`src/rtl/mc_pkg.sv`:
```
// Shared encodings and control-word decode for the multi-cycle MIPS sequencer.
package mc_pkg;

    typedef enum logic [3:0] {
        S_FETCH    = 4'd0,
        S_DECODE   = 4'd1,
        S_MEM_ADDR = 4'd2,
        S_MEM_RD   = 4'd3,
        S_LOAD_WB  = 4'd4,
        S_MEM_WR   = 4'd5,
        S_R_EXEC   = 4'd6,
        S_R_WB     = 4'd7,
        S_I_EXEC   = 4'd8,
        S_I_WB     = 4'd9,
        S_BRANCH   = 4'd10
    } mcState_e;

    localparam logic [5:0] OP_RTYPE = 6'b000000;
    localparam logic [5:0] OP_LW    = 6'b000100;
    localparam logic [5:0] OP_SW    = 6'b000101;
    localparam logic [5:0] OP_BEQ   = 6'b000110;
    localparam logic [5:0] OP_ADDI  = 6'b000111;

    localparam logic [2:0] ALUOP_FUNCT = 3'b000;
    localparam logic [2:0] ALUOP_SUB   = 3'b001;
    localparam logic [2:0] ALUOP_IMM   = 3'b010;
    localparam logic [2:0] ALUOP_ADD   = 3'b011;

    localparam logic [1:0] SRCB_REG     = 2'b00;
    localparam logic [1:0] SRCB_FOUR    = 2'b01;
    localparam logic [1:0] SRCB_IMM     = 2'b10;
    localparam logic [1:0] SRCB_IMM_SH2 = 2'b11;

    typedef struct packed {
        logic       pcWrite;
        logic       pcWriteCond;
        logic       iorD;
        logic       irWrite;
        logic       memRead;
        logic       memWrite;
        logic       regDst;
        logic       memtoReg;
        logic       regWrite;
        logic       aluSrcA;
        logic [1:0] aluSrcB;
        logic [2:0] aluOp;
        logic       pcSource;
    } mcCtrl_t;

    // Moore control word for a state; pcWrite/irWrite are still ungated by mem_ready here.
    function automatic mcCtrl_t decodeCtrl(input mcState_e st, input logic [5:0] op);
        mcCtrl_t c;
        c = '0;
        case (st)
            S_FETCH: begin
                c.memRead = 1'b1;
                c.irWrite = 1'b1;
                c.pcWrite = 1'b1;
                c.aluSrcB = SRCB_FOUR;
                c.aluOp   = ALUOP_ADD;
            end
            S_DECODE: begin
                c.aluSrcB = SRCB_IMM_SH2;
                c.aluOp   = ALUOP_ADD;
            end
            S_MEM_ADDR: begin
                c.aluSrcA = 1'b1;
                c.aluSrcB = SRCB_IMM;
                c.aluOp   = ALUOP_ADD;
            end
            S_MEM_RD: begin
                c.memRead = 1'b1;
                c.iorD    = 1'b1;
            end
            S_LOAD_WB: begin
                c.regWrite = 1'b1;
                c.memtoReg = 1'b1;
            end
            S_MEM_WR: begin
                c.memWrite = 1'b1;
                c.iorD     = 1'b1;
            end
            S_R_EXEC: begin
                c.aluSrcA = 1'b1;
                c.aluSrcB = SRCB_REG;
                c.aluOp   = ALUOP_FUNCT;
            end
            S_R_WB: begin
                c.regWrite = 1'b1;
                c.regDst   = 1'b1;
            end
            S_I_EXEC: begin
                c.aluSrcA = 1'b1;
                c.aluSrcB = SRCB_IMM;
                c.aluOp   = (op == OP_ADDI) ? ALUOP_ADD : ALUOP_IMM;
            end
            S_I_WB: begin
                c.regWrite = 1'b1;
            end
            S_BRANCH: begin
                c.aluSrcA     = 1'b1;
                c.aluSrcB     = SRCB_REG;
                c.aluOp       = ALUOP_SUB;
                c.pcWriteCond = 1'b1;
                c.pcSource    = 1'b1;
            end
            default: c = '0;
        endcase
        return c;
    endfunction

    function automatic logic isMemState(input mcState_e st);
        return (st == S_FETCH) || (st == S_MEM_RD) || (st == S_MEM_WR);
    endfunction

endpackage

```
`src/rtl/multicycle_controller_perf_counters.sv`:
```
// Cycle / retired-instruction / memory-stall counters for the multi-cycle sequencer.
module mc_perf_counters
    import mc_pkg::*;
#(
    parameter int CNT_W = 32
) (
    input  logic             clk,
    input  logic             reset,
    input  mcState_e         curState,
    input  logic             memReady,
    output logic [CNT_W-1:0] cycleCount,
    output logic [CNT_W-1:0] instrCount,
    output logic [CNT_W-1:0] stallCount
);

    logic retire;
    logic stall;

    // Retirement is the step that returns the sequencer to FETCH.
    assign retire = (curState == S_LOAD_WB) || (curState == S_R_WB) ||
                    (curState == S_I_WB) || (curState == S_BRANCH) ||
                    ((curState == S_MEM_WR) && memReady);
    assign stall  = isMemState(curState) && !memReady;

    always_ff @(posedge clk) begin
        if (reset) begin
            cycleCount <= '0;
            instrCount <= '0;
            stallCount <= '0;
        end else begin
            cycleCount <= cycleCount + CNT_W'(1);
            if (retire) begin
                instrCount <= instrCount + CNT_W'(1);
            end
            if (stall) begin
                stallCount <= stallCount + CNT_W'(1);
            end
        end
    end

endmodule

```
`src/rtl/multicycle_controller.sv`:
```
// Multi-cycle MIPS control FSM sharing one ALU and one memory port.
// Optional perf counters are built when MC_PERF_COUNTERS_EN is defined.
module multicycle_controller
    import mc_pkg::*;
#(
    parameter int STATE_W = 4,
    parameter int CNT_W   = 32
) (
    input  logic               clk,
    input  logic               reset,
    input  logic [5:0]         opcode,
    input  logic               zero,
    input  logic               mem_ready,
    output logic               PCWrite,
    output logic               PCWriteCond,
    output logic               PCEn,
    output logic               IorD,
    output logic               IRWrite,
    output logic               MemRead,
    output logic               MemWrite,
    output logic               RegDst,
    output logic               MemtoReg,
    output logic               RegWrite,
    output logic               ALUSrcA,
    output logic [1:0]         ALUSrcB,
    output logic [2:0]         ALUOp,
    output logic               PCSource,
    output logic [STATE_W-1:0] state
`ifdef MC_PERF_COUNTERS_EN
    ,
    output logic [CNT_W-1:0]   cycle_count,
    output logic [CNT_W-1:0]   instr_count,
    output logic [CNT_W-1:0]   stall_count
`endif
);

    if (STATE_W < 4) begin : gStateWidthCheck
        $error("STATE_W must be at least 4");
    end
    if (CNT_W < 1) begin : gCntWidthCheck
        $error("CNT_W must be at least 1");
    end

    mcState_e stateQ;
    mcState_e nextState;
    mcCtrl_t  ctrlQ;

    always_comb begin
        nextState = S_FETCH;
        case (stateQ)
            S_FETCH:    nextState = mem_ready ? S_DECODE : S_FETCH;
            S_DECODE: begin
                if ((opcode == OP_LW) || (opcode == OP_SW)) begin
                    nextState = S_MEM_ADDR;
                end else if (opcode == OP_RTYPE) begin
                    nextState = S_R_EXEC;
                end else if (opcode == OP_BEQ) begin
                    nextState = S_BRANCH;
                end else begin
                    nextState = S_I_EXEC;
                end
            end
            S_MEM_ADDR: nextState = (opcode == OP_SW) ? S_MEM_WR : S_MEM_RD;
            S_MEM_RD:   nextState = mem_ready ? S_LOAD_WB : S_MEM_RD;
            S_MEM_WR:   nextState = mem_ready ? S_FETCH : S_MEM_WR;
            S_R_EXEC:   nextState = S_R_WB;
            S_I_EXEC:   nextState = S_I_WB;
            default:    nextState = S_FETCH;
        endcase
    end

    // Control word is registered alongside the state, decoded from the state being entered.
    // opcode is stable from DECODE onward, so the I_EXEC ALUOp is valid at that edge.
    always_ff @(posedge clk) begin
        if (reset) begin
            stateQ <= S_FETCH;
            ctrlQ  <= decodeCtrl(S_FETCH, opcode);
        end else begin
            stateQ <= nextState;
            ctrlQ  <= decodeCtrl(nextState, opcode);
        end
    end

    // Reset masks every strobe combinationally so an abandoned access drops immediately.
    always_comb begin
        PCWrite     = 1'b0;
        PCWriteCond = 1'b0;
        IorD        = 1'b0;
        IRWrite     = 1'b0;
        MemRead     = 1'b0;
        MemWrite    = 1'b0;
        RegDst      = 1'b0;
        MemtoReg    = 1'b0;
        RegWrite    = 1'b0;
        ALUSrcA     = 1'b0;
        ALUSrcB     = 2'b00;
        ALUOp       = 3'b000;
        PCSource    = 1'b0;
        state       = '0;
        if (!reset) begin
            PCWrite     = ctrlQ.pcWrite & mem_ready;
            PCWriteCond = ctrlQ.pcWriteCond;
            IorD        = ctrlQ.iorD;
            IRWrite     = ctrlQ.irWrite & mem_ready;
            MemRead     = ctrlQ.memRead;
            MemWrite    = ctrlQ.memWrite;
            RegDst      = ctrlQ.regDst;
            MemtoReg    = ctrlQ.memtoReg;
            RegWrite    = ctrlQ.regWrite;
            ALUSrcA     = ctrlQ.aluSrcA;
            ALUSrcB     = ctrlQ.aluSrcB;
            ALUOp       = ctrlQ.aluOp;
            PCSource    = ctrlQ.pcSource;
            state       = STATE_W'(stateQ);
        end
        PCEn = PCWrite | (PCWriteCond & zero);
    end

`ifdef MC_PERF_COUNTERS_EN
    mc_perf_counters #(
        .CNT_W(CNT_W)
    ) uPerf (
        .clk       (clk),
        .reset     (reset),
        .curState  (stateQ),
        .memReady  (mem_ready),
        .cycleCount(cycle_count),
        .instrCount(instr_count),
        .stallCount(stall_count)
    );
`endif

endmodule
```
`config.mk`:
```
export PLATFORM = sky130hd
export DESIGN_NAME = multicycle_controller
export DESIGN_NICKNAME = d
export VERILOG_FILES = /design/src/rtl/mc_pkg.sv /design/src/rtl/multicycle_controller_perf_counters.sv /design/src/rtl/multicycle_controller.sv
export SDC_FILE = /design/constraint.sdc
export NUM_CORES = 1
export LEC_CHECK = 0
export CORE_AREA = 4 4 51 53
export DETAILED_ROUTE_END_ITERATION = 7
export DIE_AREA = 0 0 55 57
export MAX_ROUTING_LAYER = met4
export PLACE_DENSITY = 0.74
export SYNTH_ARGS = -nofsm -noshare
export SYNTH_HDL_FRONTEND = slang
export SYNTH_SLANG_ARGS = --single-unit
```
`constraint.sdc`:
```
create_clock -name clk -period 2.4 [get_ports clk]
set_input_delay 0.24 -clock clk [delete_from_list [all_inputs] [get_ports clk]]
set_output_delay 0.24 -clock clk [all_outputs]
set_load 0.1 [all_outputs]
```
After elaboration in Yosys (flattened, before gate mapping)
Index checks and enable logic that the tools add are counted.
{"block": "classes", "n_eq_ne": 20, "muxes": 31, "n_bitwise": 3, "reduce_logical": 8}
{"cell": "$pmux W4 S7", "n": 1}
{"cell": "$pmux W5 S5", "n": 1}
{"cell": "$eq A4 B3 Y1 const B", "n": 6}
{"cell": "$eq A6 B3 Y1 const B", "n": 4}
{"cell": "$mux W1", "n": 20}
{"cell": "$eq A4 B2 Y1 const B", "n": 4}
{"cell": "$eq A4 B4 Y1 const B", "n": 4}
{"cell": "$mux W3", "n": 4}
{"cell": "$mux W4", "n": 3}
{"cell": "$eq A4 B1 Y1 const B", "n": 2}
{"cell": "$logic_not A4 Y1", "n": 2}
{"cell": "$logic_not A6 Y1", "n": 1}
{"cell": "$mux W2", "n": 2}
{"cell": "$reduce_or A2 Y1", "n": 2}
{"cell": "$reduce_or A4 Y1", "n": 1}
{"cell": "$reduce_or A3 Y1", "n": 1}
{"cell": "$and A1 B1 Y1", "n": 2}
{"cell": "$logic_or A1 B1 Y1", "n": 1}
{"cell": "$or A1 B1 Y1", "n": 1}
{"block": "word_totals", "reg_bits": 18, "input_bits": 10, "output_inout_bits": 21, "wordCells": 74}

Depth between registers and ports, before layout
Gate-level depths: netlist of run 1.
{"block": "depth", "word_depth": 8, "depth_mapped": 6, "mapped_depth_nobuf": 5}

Worst setup path before layout of run 1
Ideal clock, no wire load.
{"block": "synth_timing", "kind": "register to output", "startpoint": "reg ctrlQ[0] (netlist name)", "endpoint": "out PCEn", "arrival_time_ns": 2.540, "t_required_ns": 2.160, "slack_ns": -0.380, "stages_incl_launch_ff": 3, "path_buffers": 0, "cell_sequence": "dfxtp_1 > nor2b_1 > a21o_1"}
{"item": "end: declaration", "line_no": "multicycle_controller.sv:16", "text": "output logic PCEn,"}

Final worst setup path of run 1
{"block": "layout_timing", "startpoint": "reg stateQ[0]", "endpoint": "reg ctrlQ[12] (netlist bit)"}
{"block": "layout_via", "elab_chain_cells": 4, "word_cells_on_any_way": 10, "classes_between": "eq/ne (6); mux (2); reduce/logical (2)"}
{"item": "start: declaration", "line_no": "multicycle_controller.sv:44", "text": "mcState_e stateQ;"}
{"item": "start signal: assignment", "line_no": "multicycle_controller.sv:79", "text": "stateQ <= nextState;"}
{"item": "$eq A4 B4 Y1, or another cell as far along", "line_no": "multicycle_controller.sv:50", "text": "case (stateQ)"}
{"item": "$pmux W4 S7 (*)", "line_no": "multicycle_controller.sv:50"}
{"item": "$logic_not A4 Y1 (*)", "line_no": "mc_pkg.sv:54", "text": "case (st)"}
{"item": "$mux W1 (*)", "line_no": "mc_pkg.sv:54"}
{"item": "end signal: assignment", "line_no": "multicycle_controller.sv:77", "text": "ctrlQ <= decodeCtrl(S_FETCH, opcode);"}
{"item": "end signal: assignment", "line_no": "multicycle_controller.sv:80", "text": "ctrlQ <= decodeCtrl(nextState, opcode);"}
{"item": "end: declaration", "line_no": "multicycle_controller.sv:46", "text": "mcCtrl_t ctrlQ;"}
Every way passes the cells marked *; elsewhere a longest branch is shown, timed or not.
A chain may end at the register's enable or synchronous reset.

==> impl_metrics.toml, run 1 <==
[run_status]
status = "finished clean"

[global_routing]
grt_pass1_wl_um = 3840
antenna_found_initial = 0
track_usage_pct = 16.8
grt_max_degree = 15
gr-total-overflow = 0
grt_pass1_vias = 827

[die]
die_area_um2 = 3140
die_y_um = 57
core_area_um2 = 2150
ioPinCount = 31
start_util_pct = 42.7
die-width_um = 55
num_rows = 17

[power_and_ir_drop]
irDropWorstVdd_v = 0.000372
cellLeakagePower_uw = 0.000604
power_density_nw_per_um2 = 550

[layout]
nets = 148
fin_cells = 165
antennaDiodeCount = 0
nFillCells = 160
area_growth_pct = 61.4
final_layout_size_suffix_gt1_share_pct = 29.2

[sta]
post-route-min-period_ns = 2.05
finalHoldViolCount = 0
max_freq_mhz = 488
rsz0062_at_grt = "false"
fin_worst_skew_ns = 0.00538
setup_tns_ns = 0
setup_violations = 0
period_share_pct = 85.4
drv_slew = 0

[yosys]
syn_inst = 104
seq_area_frac_synth_pct = 37.1
synth.cell_area_um2 = 918
syn_area_per_cell_um2 = 8.83
synth.distinct_cells = 42
synth_edf_count = 0
synth-seq-cells = 17
async_flop_share_pct = 0
syn_nets = 114
synth-main-ff-cell = "dfxtp_1"
synth_warnings = 0

[worst_setup_path]
r2r_end = "ctrlQ[12]"
critPathRequiredTime_ns = 2.60
r2r_start = "stateQ[0]"
r2r_setup_slack_ns = 0.35
cp-end-kind = "flip-flop"
slowest_stage = "or4b_4"
path_cells = "or4b_4, a2111oi_4, o21ai_2, and2_1, a31o_2"
slowest_delay_ns = 0.51
path_max_fanout = 9
worst_ep_arrival_time_ns = 2.25
start_kind = "flip-flop"
rr_worst_depth = 5
path_class = "reg -> reg"

[cts]
clockBufferDepth = 2
clkTransAtPathRegs_ns = 0.10
h-tree-depth = 1
clkLatencyLatePin_ns = 0.30
cts_sinks = 17
cts_resized = 0
tritoncts = "yes"
post_cts_buffers = 0
postCtsHoldBufs = 0
root_buffer = "clkbuf_4"
cts_buffers = 3

[routing]
viasPerCell = 5.25
drt-initial-drc-count = 11
drt_wl_total_um = 2250
vias = 866
wl_per_cell_um = 13.6
drcViolationCount = 0
dr.pass1.iters = 4
ant_nets = 0

[worst_hold_path]
worstHoldStart = "stateQ[3]"
hold_path_depth = 2
hold_end = "ctrlQ[7]"
hp-class = "reg -> reg"

[place]
hpwl_um = 1850
gp_congestion = 0.873
io_buffers = 29
dp_cells = 161

[flow_run]
cap_violations = 0
per-stage QoR:
stage               instance area, um2  utilization [%]  setup slack, ns  hold slack [ns]  power (uW)
floorplan                          921                -            0.217            0.320         544
global placement                  1460             67.7            0.139            0.621         658
detailed placement                1460             67.7           0.0742            0.643         664
CTS                               1480             69.0            0.363            0.654         817
global route                      1480             69.0            0.237            0.707         860
finish                            1480             69.0            0.351            0.662         815
cell type report:
| class | count | area [um2] | share of cell area (%) |
|---|---|---|---|
| clock buffer | 3 | 22.5 | 1.52 |
| clock inverter | 1 | 5.00 | 0.338 |
| inverter | 6 | 22.5 | 1.52 |
| multi-input combinational | 73 | 507 | 34.2 |
| sequential | 17 | 340 | 23.0 |
| tap | 28 | 35.0 | 2.36 |
| timing repair buffer | 37 | 551 | 37.1 |
where the power goes:
group	leakage, uW	internal (uW)	switching (uW)
clock network	0.0000177	62.1	93.5
logic	0.000447	130	213
registers	0.000139	304	12.2
total	0.000604	496	318
cells by family after synthesis:
group                    Yosys count  share of synthesized area (%)
AO/OA/AOI/OAI                     21                           19.2
XOR/XNOR                           1                          0.954
adder cells (fa/ha/maj)            1                           1.09
buffers and inverters             14                           8.04
flip-flops                        17                           37.1
other                              1                          0.408
AND/OR/NAND/NOR                   49                           33.2
state kept, by name (all words and copies together), names as in the netlist:
signal	cells
ctrlQ	13
stateQ	4
worst max path at each step:
stage | start | to | slack (ns) | depth (start not counted)
final | stateQ[0] | ctrlQ[12] | 0.35 | 5
after global routing | stateQ[2] | ctrlQ[5] | 0.24 | 5
after CTS | stateQ[0] | ctrlQ[12] | 0.36 | 5
after detailed placement | opcode[2] | ctrlQ[12] | 0.07 | 6
after global placement | opcode[2] | ctrlQ[12] | 0.14 | 6
after floorplan | ctrlQ[0] | PCEn | 0.22 | 2
cell usage after synthesis, types with 3 or more instances:
master   instances  area (um2)
or4_1            3        22.5
buf_4            3        22.5
nor3_1           3        15.0
nor2_1           9        33.8
inv_1            6        22.5
a21o_1           4        30.0
nand2_1          3        11.3
nor2b_1         14        87.6
or3_1            3        18.8
dfxtp_1         17         340
worst max-delay path: cells and delay by family, from the launching register on:
| kind | cells | cell delay, ns |
|---|---|---|
| AO/OA/AOI/OAI | 3 | 0.76 |
| flip-flops | 1 | 0.47 |
| AND/OR/NAND/NOR | 2 | 0.72 |
layout by cell type (no fill, tap or decap), drive strengths merged, types with 2 or more instances in the layout:
master	netlist	final
nor3	3	3
o21ai	3	3
a21o	4	4
or4	3	3
o22ai	2	2
clkbuf	3	3
a21oi	3	3
nand3	2	2
and2	2	2
clkdlybuf4s50	0	9
nor2b	14	14
nand2	3	3
nor4	2	2
or3	4	4
nor2	9	9
inv	6	6
a2111oi	2	2
dfxtp	17	17
buf	5	28
routing by layer:
layer	up-vias	GRT usage (%)	share of wire, %
met1	399	21.6	39
met2	32	25.0	52
met5	-	-	0
met3	4	3.92	6.5
li1	431	-	-
met4	0	6.94	1.8
No activity file was read; power rests on OpenSTA's default activity.
==> inputs of run 2 (changes only) <==
--- a/constraint.sdc
+++ b/constraint.sdc
@@ -3,2 +3,2 @@
 set_output_delay 0.24 -clock clk [all_outputs]
-set_load 0.1 [all_outputs]
+set_load 0.02 [all_outputs]
==> run 2 against run 1 <==
Compared with the run above:
- clock power down 8%
- maximum frequency is essentially flat
- utilization fell by 9.8 points
- combinational power decreased by 46%
- global-route usage shrank 1.9 points
- largest cell class is now multi-input gates
- critical path depth stayed put
- via count down 0.23%
- worst hold slack got worse by 0.027 ns
- non-clock buffer count shrank 1
==> impl_metrics.toml, run 2 (synthesized netlist as in run 1, its figures left out) <==
[run_status]
status = "finished clean"

[place]
hpwl_um = 1610
place_area_um2 = 1240
gp_congestion = 0.829
io_buffers = 29

[cts]
h-tree-depth = 1
cts_buffers = 3
cts_sinks = 17
tritoncts = "yes"
root_buffer = "clkbuf_4"
clkLatencyLatePin_ns = 0.29
postCtsHoldBufs = 0
cts_resized = 0
post_cts_buffers = 0
clkTransAtPathRegs_ns = 0.09
clockBufferDepth = 2

[worst_setup_path]
worst_ep_arrival_time_ns = 2.24
critPathLaunch = "stateQ[0]"
start_kind = "flip-flop"
r2r_setup_slack_ns = 0.35
crit_family = "compound AO/OA/AOI/OAI gates"
r2r_end = "ctrlQ[12]"
path_cells = "or4b_4, a2111oi_4, o21ai_2, and2_1, a31o_2"
path_class = "reg -> reg"
critPathRequiredTime_ns = 2.59
path_max_fanout = 9
slowest_delay_ns = 0.52
cp-end-kind = "flip-flop"
rr_worst_depth = 5
r2r_start = "stateQ[0]"
path_buf_inv = 0
slowest_stage = "or4b_4"

[layout]
top_regs = "ctrlQ: 13 flops, stateQ: 4 flops"
antennaDiodeCount = 0
max_flop_register = "ctrlQ"
layout_common_cells = "clkdlybuf4s50_1 (29), dfxtp_1 (17), nor2b_1 (14), nor2_1 (9), buf_4 (7)"
nets = 147
final_common_cell = "clkdlybuf4s50_1"
final_layout_size_suffix_gt1_share_pct = 13.2
area_growth_pct = 38.6
final_area_um2 = 1270
largest_reg_flops = 13

[global_routing]
grt_pass1_wl_um = 3420
grt_pass1_vias = 744
gr-total-overflow = 0
antenna_found_initial = 0
grt_max_degree = 25
track_usage_pct = 15.0

[flow_run]
cap_violations = 0

[die]
num_rows = 17
core_area_um2 = 2150
die_area_um2 = 3140
die_y_um = 57
die-width_um = 55
ioPinCount = 31
start_util_pct = 42.7

[routing]
wl_per_cell_um = 12.5
drcViolationCount = 0
ant_nets = 0
viasPerCell = 5.27
drt-initial-drc-count = 13
drt_wl_total_um = 2050
dr.pass1.iters = 4
vias = 864

[power_and_ir_drop]
switching_share_pct = 28.8
clkPwrFrac_pct = 22.2
power.share.sequential_pct = 49.0
combPwrFrac_pct = 28.8
power_uw = 646
irDropWorstVdd_v = 0.000319
cellLeakagePower_uw = 0.000500
intPower_uw = 460
power_density_nw_per_um2 = 508
p_switching_uw = 186

[worst_hold_path]
hold_end = "ctrlQ[7]"
hold_path_depth = 2
worstHoldStart = "stateQ[3]"
hp-class = "reg -> reg"

[sta]
finalHoldViolCount = 0
setup_tns_ns = 0
setup_violations = 0
rsz0062_at_grt = "false"
period_share_pct = 85.5
post-route-min-period_ns = 2.05
fin_worst_skew_ns = 0.00124
max_freq_mhz = 488
drv_slew = 0
[run 2: cell types whose count changed in the layout (fill, tap and decap cells not counted)]
cell / delta
buf_12: -20
buf_4: -1
clkdlybuf4s50_1: +20
nor2b_1: +1
nor2b_2: -1
[run 2: per-stage QoR]
| step | util, % | hold WS, ns | worst slack, ns | cells |
|---|---|---|---|---|
| floorplan | - | 0.320 | 0.448 | 104 |
| global placement | 57.9 | 0.620 | 0.131 | 160 |
| detailed placement | 57.9 | 0.623 | 0.0841 | 160 |
| CTS | 59.2 | 0.635 | 0.354 | 164 |
| global route | 59.2 | 0.684 | 0.220 | 164 |
| finish | 59.2 | 0.635 | 0.349 | 164 |
[run 2: cell type report]
| class | instances | area, um2 |
|---|---|---|
| clock buffers | 3 | 22.5 |
| clock inverters | 1 | 5.00 |
| fillers | 186 | 876 |
| inverters | 6 | 22.5 |
| multi-input cells | 73 | 504 |
| flip-flops and latches | 17 | 340 |
| well taps | 28 | 35.0 |
| repair buffers | 36 | 343 |
[run 2: worst max-delay path by stage]
stage / endpoint / slack, ns / cells past startpoint
CTS: ctrlQ[12] / 0.35 / 5
global placement: ctrlQ[12] / 0.13 / 6
floorplan: ctrlQ[12] / 0.45 / 6
detailed placement: ctrlQ[12] / 0.08 / 6
global route: ctrlQ[12] / 0.22 / 5
finish: ctrlQ[12] / 0.35 / 5
[run 2: power by group through the flow]
| stage | sequential, uW | combinational, uW | clock [uW] |
|---|---|---|---|
| after floorplan | 316 | 119 | 0 |
| after global placement | 322 | 183 | 0 |
| after detailed placement | 323 | 185 | 0 |
| after CTS | 316 | 186 | 151 |
| after global routing | 320 | 202 | 165 |
| final | 317 | 186 | 144 |
[run 2: worst register-to-register path, stage by stage, from the launching register on]
cell and delay (ns):
dfxtp_1 0.47, or4b_4 0.52, a2111oi_4 0.36, o21ai_2 0.15
and2_1 0.21, a31o_2 0.25
[run 2: layer usage]
metal	track usage (%)	routed length (um)	up-vias	share of wire, %
li1	-	-	433	-
met2	23.1	1040	18	51
met4	1.04	0	0	0
met1	19.5	912	413	45
met5	-	0	-	0
met3	5.48	95	0	4.6
==> inputs of run 3 (changes only) <==
- CELL_PAD_IN_SITES_DETAIL_PLACEMENT: default -> 0
- CELL_PAD_IN_SITES_GLOBAL_PLACEMENT: default -> 1
- CORE_AREA: 4 4 51 53 -> 4 4 59 61
- DIE_AREA: 0 0 55 57 -> 0 0 63 65
- SYNTH_HIERARCHICAL: default -> 1
==> run 3 against run 2 <==
Compared with the run above:
- cell count up 4.3%
- synthesized cell count unchanged
- die area up 31%
- clock power up 12%
- non-clock buffer count up 2
- cell area up 1.7%
- via count down 2.0%
- combinational power about the same
- sequential power about the same
- utilization down 16 points
- critical path depth up 1
- critical path type is now in -> reg
- critical endpoint unchanged
- largest power group unchanged
==> impl_metrics.toml, run 3 <==
[yosys]
async_flop_share_pct = 0
synth-seq-cells = 17
seq_area_frac_synth_pct = 37.1
synth.cell_area_um2 = 918
syn_nets = 114
yosysTopAreaCell = "dfxtp_1"
synth_warnings = 6
synth.distinct_cells = 42
synth_top_area_share_pct = 37.1
synth_edf_count = 0
synth-main-ff-cell = "dfxtp_1"
syn_inst = 104
syn_area_per_cell_um2 = 8.83
synth.area.top_cells = "dfxtp_1 (37%), nor2b_1 (9.5%), nor2_1 (3.7%), a21o_1 (3.3%), a2111oi_4 (3.0%)"
synth_common_cells = "dfxtp_1 (17), nor2b_1 (14), nor2_1 (9), inv_1 (6), a21o_1 (4)"
synth.most_common_cell = "dfxtp_1"

[routing]
wl_per_cell_um = 12.3
drt_wl_total_um = 2110
dr.pass1.iters = 4
viasPerCell = 4.95
vias = 847
m1WireLength_um = 949
dr_wl_met3_um = 91
highest_layer = "met4"
drcViolationCount = 0
wl_met2_um = 1020
drt-initial-drc-count = 25
ant_nets = 0

[cts]
post_cts_buffers = 0
clockBufferDepth = 2
cts_buffers = 3
tritoncts = "yes"
postCtsHoldBufs = 0
h-tree-depth = 1
clkTransAtPathRegs_ns = 0.11
cts_sinks = 17
clkLatencyLatePin_ns = 0.30
cts_resized = 0
root_buffer = "clkbuf_4"

[sta]
post-route-min-period_ns = 2.02
max_freq_mhz = 494
setup_tns_ns = 0
fin_worst_skew_ns = 0.00146
slew-limit-headroom_pct = 67.7
period_share_pct = 84.4
drv_slew = 0
worst_pin_slew_ns = 0.472
setup_violations = 0
finalHoldViolCount = 0
rsz0062_at_grt = "false"

[global_routing]
gr-total-overflow = 0
grt_pass1_vias = 844
antenna_found_initial = 0
track_usage_pct = 11.7
grt_max_degree = 14
grt_pass1_wl_um = 3750

[worst_setup_path]
path_class = "in -> reg"
start_kind = "input port"
critPathLaunch = "opcode[0]"
cp-end-kind = "flip-flop"
rr_worst_depth = 5
r2r_end = "ctrlQ[12]"
r2r_setup_slack_ns = 0.38
critical_path.endpoint = "ctrlQ[12]"
path_max_fanout = 7
critPathRequiredTime_ns = 2.60
slowest_stage = "or4b_4"
slowest_delay_ns = 0.56
r2r_start = "stateQ[0]"
worst_ep_arrival_time_ns = 2.23
path_cells = "clkdlybuf4s50_1, or4b_4, a2111oi_4, o21ai_2, and2_1, a31o_2"

[run_status]
status = "finished clean"

[power_and_ir_drop]
irDropWorstVdd_v = 0.000246
cellLeakagePower_uw = 0.000510
power_density_nw_per_um2 = 513

[layout]
layout_common_cells = "clkdlybuf4s50_1 (29), dfxtp_1 (17), nor2b_1 (14), nor2_1 (9), buf_4 (9)"
nets = 149
largest_reg_flops = 13
area_growth_pct = 40.9
top_regs = "ctrlQ: 13 flops, stateQ: 4 flops"
max_flop_register = "ctrlQ"
antennaDiodeCount = 0
final_layout_size_suffix_gt1_share_pct = 14.5
final_common_cell = "clkdlybuf4s50_1"
final_area_um2 = 1290

[die]
die-width_um = 63
ioPinCount = 31
core_area_um2 = 2980
die_area_um2 = 4100
die_y_um = 65
start_util_pct = 30.8
num_rows = 20

[flow_run]
cap_violations = 0

[worst_hold_path]
hp-class = "reg -> reg"

[place]
gp_congestion = 0.864
place_area_um2 = 1270
io_buffers = 29
hpwl_um = 1650
run 3: cell count changes in the layout (fill, tap and decap cells not counted):
cell / delta
buf_4: +2
run 3: critical path, delay by kind of cell:
kind / cells / cell delay [ns]
and+or+nand+nor: 2 / 0.76
AOI/OAI and AO/OA: 3 / 0.74
buffers and inverters: 1 / 0.48
run 3: worst min-delay path by stage:
stage	start	endpoint	slack, ns	cells after the start
after floorplan	reset	stateQ[3]	0.32	1
after global placement	stateQ[3]	ctrlQ[7]	0.63	2
after detailed placement	stateQ[3]	ctrlQ[7]	0.62	2
after CTS	stateQ[3]	ctrlQ[7]	0.64	2
after global routing	stateQ[3]	ctrlQ[7]	0.70	2
final	stateQ[3]	ctrlQ[7]	0.65	2
run 3: layout make-up:
type / instances / area, um2
sequential: 17 / 340
timing repair buffer: 38 / 358
clock buffer: 3 / 22.5
tap: 33 / 41.3
multi-input combinational: 73 / 504
clock inverter: 1 / 5.00
inverter: 6 / 22.5
fill: 295 / 1680
run 3: cell families (layout without fill, tap and decap cells):
group	after synthesis	in the layout	synth area share [%]
and+or+nand+nor	49	49	33.2
AOI/OAI and AO/OA	21	21	19.2
DFF	17	17	37.1
buffers and inverters	14	48	8.04
adders and majority gates	1	1	1.09
other	1	1	0.408
xor gates and xnor gates	1	1	0.954
run 3: through the flow:
stage	total power [uW]	setup WS (ns)	utilization (%)	std cells	hold WS (ns)
final	663	0.375	43.4	171	0.650
after global routing	705	0.229	43.4	171	0.696
after CTS	667	0.363	43.4	171	0.643
after detailed placement	510	0.0454	42.5	167	0.618
after global placement	509	0.0912	42.5	167	0.632
after floorplan	434	0.448	-	104	0.320
run 3: layer usage:
layer,up-vias,track usage (%)
li1,432,-
met1,386,13.5
met2,25,19.1
met3,4,2.60
met4,0,6.06
met5,-,-
run 3: power breakdown:
part | internal (uW) | switching [uW] | total, uW
registers | 304 | 11.8 | 316
clock network | 62.1 | 98.6 | 161
logic | 95.5 | 91.3 | 187
